### config.mk
export PLATFORM = sky130hd
export DESIGN_NAME = udma_hyper_reg_if_multi
export DESIGN_NICKNAME = d
export VERILOG_FILES = /design/src/rtl/udma_hyper_reg_if_multi.sv
export SDC_FILE = /design/constraint.sdc
export NUM_CORES = 1
export LEC_CHECK = 0
export CAP_MARGIN = 25
export CORE_UTILIZATION = 32
export DETAILED_ROUTE_END_ITERATION = 16
export PLACE_DENSITY_LB_ADDON = 0.3
export SLEW_MARGIN = 0
export SYNTH_ARGS = -nofsm -noshare
export SYNTH_HDL_FRONTEND = slang
export SYNTH_SLANG_ARGS = --single-unit
export TNS_END_PERCENT = 1
### constraint.sdc
create_clock -name clk_i -period 2.45 [get_ports clk_i]
set_clock_uncertainty 0.05 [all_clocks]
set_input_delay 0.49 -clock clk_i [delete_from_list [all_inputs] [get_ports clk_i]]
set_output_delay 0.49 -clock clk_i [all_outputs]
set_load 0.05 [all_outputs]
### src/rtl/udma_hyper_reg_if_multi.sv
// udma_hyper_reg_if_multi
// HyperBus uDMA configuration register interface with per-device timing banks.
// Each device bank exists twice: a shadow copy written over the cfg bus and an
// active copy driven to the controller. A COMMIT request copies every shadow
// bank to active in one cycle, but only once the controller reports idle, so
// timing never changes in the middle of a transaction. A transaction-ID
// allocator hands out the lowest free channel on a read of TRANS_ID_ALLOC and
// reserves it until the channel goes busy, is released, or times out.
//
// Ports:
//   clk_i, rst_ni                    clock, asynchronous active-low reset
//   cfg_data_i/addr_i/valid_i/rwn_i  cfg bus access (word address, 1=read)
//   cfg_data_o                       combinational read data
//   cfg_ready_o                      always ready
//   ctrl_idle_i                      controller has no transaction in flight
//   busy_vec_i                       per-channel busy flags
//   cfg_t_*_o, cfg_en_*, cfg_mem_sel_o  active timing banks, bank d packed at d*W
//   cfg_page_bound_o                 page boundary code
//   cfg_rx_dest_o, cfg_tx_dest_o     uDMA destinations
//   rsv_vec_o                        reserved transaction IDs
//   commit_pending_o                 commit requested but not yet applied
module udma_hyper_reg_if_multi #(
  parameter int unsigned NB_CH           = 4,
  parameter int unsigned NB_DEV          = 2,
  parameter int unsigned DELAY_BIT_WIDTH = 3,
  parameter int unsigned RSV_TIMEOUT     = 255,
  parameter int unsigned DEST_SIZE       = 5
) (
  input  logic                              clk_i,
  input  logic                              rst_ni,
  input  logic [31:0]                       cfg_data_i,
  input  logic [4:0]                        cfg_addr_i,
  input  logic                              cfg_valid_i,
  input  logic                              cfg_reg_rwn_i,
  output logic [31:0]                       cfg_data_o,
  output logic                              cfg_ready_o,
  input  logic                              ctrl_idle_i,
  input  logic [NB_CH-1:0]                  busy_vec_i,
  output logic [NB_DEV*5-1:0]               cfg_t_latency_access_o,
  output logic [NB_DEV-1:0]                 cfg_en_latency_additional_o,
  output logic [NB_DEV*32-1:0]              cfg_t_cs_max_o,
  output logic [NB_DEV*32-1:0]              cfg_t_read_write_recovery_o,
  output logic [NB_DEV*DELAY_BIT_WIDTH-1:0] cfg_t_rwds_delay_line_o,
  output logic [NB_DEV*4-1:0]               cfg_t_variable_latency_check_o,
  output logic [NB_DEV*2-1:0]               cfg_mem_sel_o,
  output logic [2:0]                        cfg_page_bound_o,
  output logic [DEST_SIZE-1:0]              cfg_rx_dest_o,
  output logic [DEST_SIZE-1:0]              cfg_tx_dest_o,
  output logic [NB_CH-1:0]                  rsv_vec_o,
  output logic                              commit_pending_o
);

  localparam int unsigned DSW = (NB_DEV > 1) ? $clog2(NB_DEV) : 1;
  localparam int unsigned CHW = (NB_CH > 1) ? $clog2(NB_CH) : 1;
  localparam int unsigned CW  = $clog2(RSV_TIMEOUT + 1);

  localparam logic [4:0] A_PAGE_BOUND = 5'd0;
  localparam logic [4:0] A_DEV_SEL    = 5'd1;
  localparam logic [4:0] A_T_LAT      = 5'd2;
  localparam logic [4:0] A_EN_LAT     = 5'd3;
  localparam logic [4:0] A_CS_MAX     = 5'd4;
  localparam logic [4:0] A_RW_REC     = 5'd5;
  localparam logic [4:0] A_RWDS_DLY   = 5'd6;
  localparam logic [4:0] A_VARI_LAT   = 5'd7;
  localparam logic [4:0] A_MEM_SEL    = 5'd8;
  localparam logic [4:0] A_ID_ALLOC   = 5'd9;
  localparam logic [4:0] A_DEST       = 5'd10;
  localparam logic [4:0] A_COMMIT     = 5'd11;
  localparam logic [4:0] A_ID_RELEASE = 5'd12;

  typedef struct packed {
    logic [4:0]                 t_lat;
    logic                       en_lat;
    logic [31:0]                cs_max;
    logic [31:0]                rw_rec;
    logic [DELAY_BIT_WIDTH-1:0] rwds;
    logic [3:0]                 vari;
    logic [1:0]                 mem_sel;
  } bank_t;

  localparam bank_t BANK_RST = '{
    t_lat:   5'd6,
    en_lat:  1'b1,
    cs_max:  32'd665,
    rw_rec:  32'd6,
    rwds:    DELAY_BIT_WIDTH'(2),
    vari:    4'd3,
    mem_sel: 2'd0
  };

  typedef enum logic {
    IDLE = 1'b0,
    PEND = 1'b1
  } commit_state_t;

  commit_state_t        state_q;
  bank_t                shadow_q [NB_DEV];
  bank_t                active_q [NB_DEV];
  logic [2:0]           page_bound_q;
  logic [DSW-1:0]       dev_sel_q;
  logic                 dev_sel_oor_q;
  logic [DEST_SIZE-1:0] rx_dest_q;
  logic [DEST_SIZE-1:0] tx_dest_q;
  logic [NB_CH-1:0]     rsv_q;
  logic [CW-1:0]        cnt_q [NB_CH];

  logic                 wr;
  logic                 rd;
  logic                 bank_ok;
  logic                 commit_wr;
  logic [NB_CH-1:0]     release_mask;
  logic                 free_found;
  logic [CHW-1:0]       free_idx;
  logic                 claim;
  bank_t                sel_bank;

  assign wr        = cfg_valid_i & ~cfg_reg_rwn_i;
  assign rd        = cfg_valid_i & cfg_reg_rwn_i;
  assign commit_wr = wr && (cfg_addr_i == A_COMMIT) && cfg_data_i[0];
  assign release_mask = (wr && (cfg_addr_i == A_ID_RELEASE)) ? cfg_data_i[NB_CH-1:0] : '0;
  // DEV_SEL keeps only DSW bits, so an out-of-range selection is flagged from
  // the full written value; otherwise a value like 5 would alias onto bank 1.
  assign bank_ok   = ~dev_sel_oor_q;
  assign sel_bank  = shadow_q[dev_sel_q];
  assign claim     = rd && (cfg_addr_i == A_ID_ALLOC) && free_found;

  // Lowest channel that is neither busy nor reserved; scanning downward lets
  // the lowest index overwrite higher ones.
  always_comb begin
    free_found = 1'b0;
    free_idx   = '0;
    for (int unsigned i = NB_CH; i > 0; i--) begin
      if (!busy_vec_i[i-1] && !rsv_q[i-1]) begin
        free_found = 1'b1;
        free_idx   = CHW'(i - 1);
      end
    end
  end

  always_comb begin
    cfg_data_o = '0;
    case (cfg_addr_i)
      A_PAGE_BOUND: cfg_data_o[2:0] = page_bound_q;
      A_DEV_SEL:    cfg_data_o[DSW-1:0] = dev_sel_q;
      A_T_LAT:      if (bank_ok) cfg_data_o[4:0] = sel_bank.t_lat;
      A_EN_LAT:     if (bank_ok) cfg_data_o[0] = sel_bank.en_lat;
      A_CS_MAX:     if (bank_ok) cfg_data_o = sel_bank.cs_max;
      A_RW_REC:     if (bank_ok) cfg_data_o = sel_bank.rw_rec;
      A_RWDS_DLY:   if (bank_ok) cfg_data_o[DELAY_BIT_WIDTH-1:0] = sel_bank.rwds;
      A_VARI_LAT:   if (bank_ok) cfg_data_o[3:0] = sel_bank.vari;
      A_MEM_SEL:    if (bank_ok) cfg_data_o[1:0] = sel_bank.mem_sel;
      A_ID_ALLOC: begin
        if (free_found) begin
          cfg_data_o[31]      = 1'b1;
          cfg_data_o[CHW-1:0] = free_idx;
        end
      end
      A_DEST: begin
        cfg_data_o[0+:DEST_SIZE] = rx_dest_q;
        cfg_data_o[8+:DEST_SIZE] = tx_dest_q;
      end
      A_COMMIT:     cfg_data_o[0] = (state_q == PEND);
      default:      cfg_data_o = '0;
    endcase
  end

  // Directly written configuration and shadow banks.
  always_ff @(posedge clk_i or negedge rst_ni) begin
    if (!rst_ni) begin
      page_bound_q  <= '0;
      dev_sel_q     <= '0;
      dev_sel_oor_q <= 1'b0;
      rx_dest_q     <= '0;
      tx_dest_q     <= '0;
      for (int unsigned d = 0; d < NB_DEV; d++) shadow_q[d] <= BANK_RST;
    end else if (wr) begin
      case (cfg_addr_i)
        A_PAGE_BOUND: page_bound_q <= cfg_data_i[2:0];
        A_DEV_SEL: begin
          dev_sel_q     <= cfg_data_i[DSW-1:0];
          dev_sel_oor_q <= (cfg_data_i >= 32'(NB_DEV));
        end
        A_T_LAT:      if (bank_ok) shadow_q[dev_sel_q].t_lat   <= cfg_data_i[4:0];
        A_EN_LAT:     if (bank_ok) shadow_q[dev_sel_q].en_lat  <= cfg_data_i[0];
        A_CS_MAX:     if (bank_ok) shadow_q[dev_sel_q].cs_max  <= cfg_data_i;
        A_RW_REC:     if (bank_ok) shadow_q[dev_sel_q].rw_rec  <= cfg_data_i;
        A_RWDS_DLY:   if (bank_ok) shadow_q[dev_sel_q].rwds    <= cfg_data_i[DELAY_BIT_WIDTH-1:0];
        A_VARI_LAT:   if (bank_ok) shadow_q[dev_sel_q].vari    <= cfg_data_i[3:0];
        A_MEM_SEL:    if (bank_ok) shadow_q[dev_sel_q].mem_sel <= cfg_data_i[1:0];
        A_DEST: begin
          rx_dest_q <= cfg_data_i[0+:DEST_SIZE];
          tx_dest_q <= cfg_data_i[8+:DEST_SIZE];
        end
        default: ;
      endcase
    end
  end

  // Commit FSM. The copy samples the shadow registers before this cycle's
  // write lands, so a shadow write in the apply cycle stays in shadow only.
  always_ff @(posedge clk_i or negedge rst_ni) begin
    if (!rst_ni) begin
      state_q <= IDLE;
      for (int unsigned d = 0; d < NB_DEV; d++) active_q[d] <= BANK_RST;
    end else begin
      case (state_q)
        IDLE: if (commit_wr) state_q <= PEND;
        PEND: begin
          if (ctrl_idle_i) begin
            for (int unsigned d = 0; d < NB_DEV; d++) active_q[d] <= shadow_q[d];
            state_q <= IDLE;
          end
        end
        default: state_q <= IDLE;
      endcase
    end
  end

  // Reservation tracking. The counter holds the cycles elapsed since the set,
  // so reaching RSV_TIMEOUT-1 before an edge means the flag drops exactly
  // RSV_TIMEOUT cycles after it rose. A claim overrides a same-cycle release.
  always_ff @(posedge clk_i or negedge rst_ni) begin
    if (!rst_ni) begin
      rsv_q <= '0;
      for (int unsigned i = 0; i < NB_CH; i++) cnt_q[i] <= '0;
    end else begin
      for (int unsigned i = 0; i < NB_CH; i++) begin
        if (claim && (free_idx == CHW'(i))) begin
          rsv_q[i] <= 1'b1;
          cnt_q[i] <= '0;
        end else if (rsv_q[i]) begin
          if (busy_vec_i[i] || release_mask[i] || (cnt_q[i] == CW'(RSV_TIMEOUT - 1))) begin
            rsv_q[i] <= 1'b0;
            cnt_q[i] <= '0;
          end else begin
            cnt_q[i] <= cnt_q[i] + 1'b1;
          end
        end
      end
    end
  end

  always_comb begin
    cfg_t_latency_access_o         = '0;
    cfg_en_latency_additional_o    = '0;
    cfg_t_cs_max_o                 = '0;
    cfg_t_read_write_recovery_o    = '0;
    cfg_t_rwds_delay_line_o        = '0;
    cfg_t_variable_latency_check_o = '0;
    cfg_mem_sel_o                  = '0;
    for (int unsigned d = 0; d < NB_DEV; d++) begin
      cfg_t_latency_access_o[d*5+:5]                             = active_q[d].t_lat;
      cfg_en_latency_additional_o[d]                             = active_q[d].en_lat;
      cfg_t_cs_max_o[d*32+:32]                                   = active_q[d].cs_max;
      cfg_t_read_write_recovery_o[d*32+:32]                      = active_q[d].rw_rec;
      cfg_t_rwds_delay_line_o[d*DELAY_BIT_WIDTH+:DELAY_BIT_WIDTH] = active_q[d].rwds;
      cfg_t_variable_latency_check_o[d*4+:4]                     = active_q[d].vari;
      cfg_mem_sel_o[d*2+:2]                                      = active_q[d].mem_sel;
    end
  end

  assign cfg_ready_o      = 1'b1;
  assign cfg_page_bound_o = page_bound_q;
  assign cfg_rx_dest_o    = rx_dest_q;
  assign cfg_tx_dest_o    = tx_dest_q;
  assign rsv_vec_o        = rsv_q;
  assign commit_pending_o = (state_q == PEND);

endmodule
==> metrics.md <==
| Metric | Value |
|---|---|
| Number of DRC markers in iteration 0 | 713 |
| Xor/xnor share of the synthesized area | 0.164% |
| GPL Wtd Cong | 0.854 |
| Most frequent cell after synthesis | dfrtp_1 |
| Share of cells above drive strength 1 | 38.1% |
| Pin count of the biggest net entering global routing | 61 |
| Crit-path max FO | 12 |
| Cell type of the slowest stage on the worst timing path | dfrtp_4 |
| Routed Wire Length | 50800 µm |
| Min-Delay Path Class | input pin to async pin |
| Vias in the first global route | 12300 |
| CTS tree | done |
| Crit path time final | 2.90 ns |
| Critical Path Most Common Cell | buf_12 |
| Required time worst endpoint | 1.91 ns |
| Synth Area in Simple Gates | 6.13% |
| Area leader, netlist | dfrtp_1 |
| Synth Cell Area | 16000 µm² |
| Final period util | 118% |
| Core Area | 49200 µm² |
| Max VDD drop | 364 µV |
| Arr. time, crit path | 2.36 ns |
| Final setup vio count | 32 |
| Outcome | finished, violations left |
| Top cells by area, synth | dfrtp_1 49%, mux2_2 15%, dfstp_2 8.5% |
| Die Ht | 226 µm |
| Worst hold slack | 0.404 ns |
| Total Routing Usage GR | 20.3% |
| Vias | 11700 |
| Sinks on Clock Net | 368 |
| Tot Pwr | 14.5 mW |
| WP buf/inv | 5 |
| Placed insts | 2203 |
| Slew @ Worst Pin | 0.618 ns |
| Layout area overhead | 42.0% |
| Starting density of the core | 32.6% |
| Fin. Hold Viols | 0 |
| Post-synth top cells | 316 x dfrtp_1, 219 x mux2_2, 108 x a22o_1 |
| Footprint of the multi-input gates | 6650 µm² |
| Congestion Overflow GR | 0 |
| Post-synth cell types | 61 |
| PwrDens | 634 nW/µm² |
| Final Max Tran Viols | 0 |
| Normalized max-slew margin | 58.8% |
| Initial antenna violation count | 2 |
| Non-Filler Instances | 2298 |
| Multiplexer area fraction after synthesis | 20.9% |
| CTS H-tree depth | 2 |
| First-pass GRT wire length | 77600 µm |
| Main combinational cell family by area after synthesis | multiplexers |
| DP HPWL | 35600 µm |
| I/O Buffers | 253 |
| Crit Path Class | flip-flop to primary output |
| Max-cap check violation count | 0 |
| RSZ-0062 raised after global routing | true |
| Synth Register Bits | 368 |
| Crit-path cells | buf_12 > buf_12 > buf_12 > buf_12 > mux2i_1 > o22ai_1 > a32o_2 > buf_12 |
| Site Rows | 81 |
| Vias/cell | 5.11 |
| Mean routed wirelength per cell | 22.1 µm |
| Mapped Nets | 1271 |
| Drt first pass iters | 5 |
| Die width | 226 µm |
| Post-synth EDFFs | 0 |
| FMAX | 345 MHz |
| Adder-Cell Fraction of Synth Area | 0.624% |
| Clock root cell | clkbuf_16 |
| YS warnings | 0 |
| Syn Inst Count | 1217 |
| Top-area cell type share of the netlist area | 49.3% |
| CTS Buffer Depth | 3 |
| Final nets | 1653 |
| Setup TNS Final | -12.31 ns |
| Mapped Avg Cell Area | 13.2 µm² |
| Delay-heaviest family, CP | buffers and inverters |
| Crit path launch type | flip-flop |
| Slowest stage delay, CP | 0.50 ns |
| Critical Path End Type | primary output |
| Ports | 255 |
| Reg area | 9280 µm² |
| Reg clk slew, reported paths | 0.06 ns |
| Failing checks | setup timing |
| Static leakage | 10.3 nW |
| FFs w/ async S/R, synth | 100% |
| Post-synth top flop | dfrtp_1 |
| Compound-Gate Fraction of Synth Area | 11.7% |
| Die ar. | 51000 µm² |
| Routed Antenna Nets | 0 |
| DR DRC count | 0 |
| Latest clock arrival within the worst-skew pair | 0.56 ns |
| PnR worst setup slack | -0.447 ns |
| Sequential element share of the synthesized area | 57.8% |
| CTS buffer count | 43 |
| Layout fillers | 4438 |
placed cells by master (no fill, tap or decap), drive strengths merged, types with 4 or more instances in the layout:
| cell type | Yosys | layout |
|---|---|---|
| dfrtp | 316 | 316 |
| mux2 | 224 | 224 |
| buf | 34 | 199 |
| clkdlybuf4s50 | 0 | 184 |
| a22o | 108 | 108 |
| mux2i | 79 | 79 |
| clkbuf | 45 | 65 |
| nor2 | 53 | 53 |
| dfstp | 52 | 52 |
| nand2 | 42 | 42 |
| nand3 | 26 | 26 |
| dlygate4sd2 | 0 | 26 |
| o21ai | 26 | 26 |
| a21oi | 24 | 24 |
| o22a | 22 | 22 |
| inv | 18 | 18 |
| nor3 | 17 | 17 |
| nor4 | 15 | 15 |
| a21o | 11 | 11 |
| o22ai | 11 | 11 |
| ha | 8 | 8 |
| nand2b | 7 | 7 |
| or2 | 7 | 7 |
| a32o | 6 | 6 |
| o211ai | 6 | 6 |
| a31oi | 6 | 6 |
| dlymetal6s2s | 0 | 6 |
| clkinv | 0 | 6 |
| o32ai | 6 | 6 |
| nand4 | 5 | 5 |
| bufinv | 0 | 4 |
| or3 | 4 | 4 |
cell families (layout without fill, tap and decap cells):
| group | count (synthesis) | in the layout |
|---|---|---|
| AND/OR/NAND/NOR | 193 | 193 |
| other | 1 | 3 |
| multiplexers | 304 | 304 |
| buffers and inverters | 97 | 512 |
| adder cells (fa/ha/maj) | 8 | 8 |
| XOR/XNOR | 3 | 3 |
| flip-flops | 368 | 368 |
| AO/OA/AOI/OAI | 243 | 243 |
metal layers:
metal / up-vias / share of wire, % / global-route usage (%)
met5: - / 0.024 / 0
met2: 295 / 47 / 32.1
met1: 6066 / 45 / 27.6
met4: 2 / 2.6 / 6.34
li1: 5305 / - / -
met3: 81 / 5.5 / 4.31
per-stage QoR:
stage	setup WS (ns)	area, µm²	util, %
5_1_grt	-0.495	22800	46.4
2_1_floorplan	-0.527	16100	-
4_1_cts	-0.491	22700	46.2
3_5_place_dp	-0.658	20900	42.6
3_3_place_gp	-0.654	20900	42.6
6_report	-0.447	22800	46.4
repair_timing:
action,4_1_cts,5_1_grt
hold buffers,1,0
endpoints found under the hold margin,36,0
cloned,1,0
endpoints found under the setup margin,54,37
resized for setup,84,15
pin swaps,22,6
buffers inserted,13,0
cell type report:
type / instances / area share, %
clock buffer: 65 / 5.53
inverter: 18 / 0.313
clock inverter: 13 / 0.812
timing repair buffer: 416 / 19.8
tap: 664 / 3.65
antenna: 2 / 0.0220
multi-input combinational: 752 / 29.2
sequential: 368 / 40.7
final timing paths:
| kind | endpoint | startpoint | slack (ns) | cells past startpoint |
|---|---|---|---|---|
| setup / recovery | cfg_data_o[8] | dev_sel_q$_DFFE_PN0P_ | -0.45 | 8 |
| hold / removal | cnt_q[13]$_DFFE_PN0P_ | rst_ni | 0.40 | 2 |
| setup reg to reg | flip-flop | dev_sel_q$_DFFE_PN0P_ | 0.15 | 7 |
| hold reg to reg | cnt_q[15]$_DFFE_PN0P_ | cnt_q[15]$_DFFE_PN0P_ | 0.43 | 1 |
| max in group asynchronous | cfg_t_cs_max_o[4]$_DFFE_PN1P_ | rst_ni | 1.11 | 3 |
| min in group clk_i | cnt_q[15]$_DFFE_PN0P_ | cnt_q[15]$_DFFE_PN0P_ | 0.43 | 1 |
power by group:
part	total [mW]	switching, mW	internal [mW]
clock	6.55	2.58	3.97
combinational	1.46	0.828	0.636
sequential	6.44	0.171	6.27
Power figures use the tool's default switching activity.
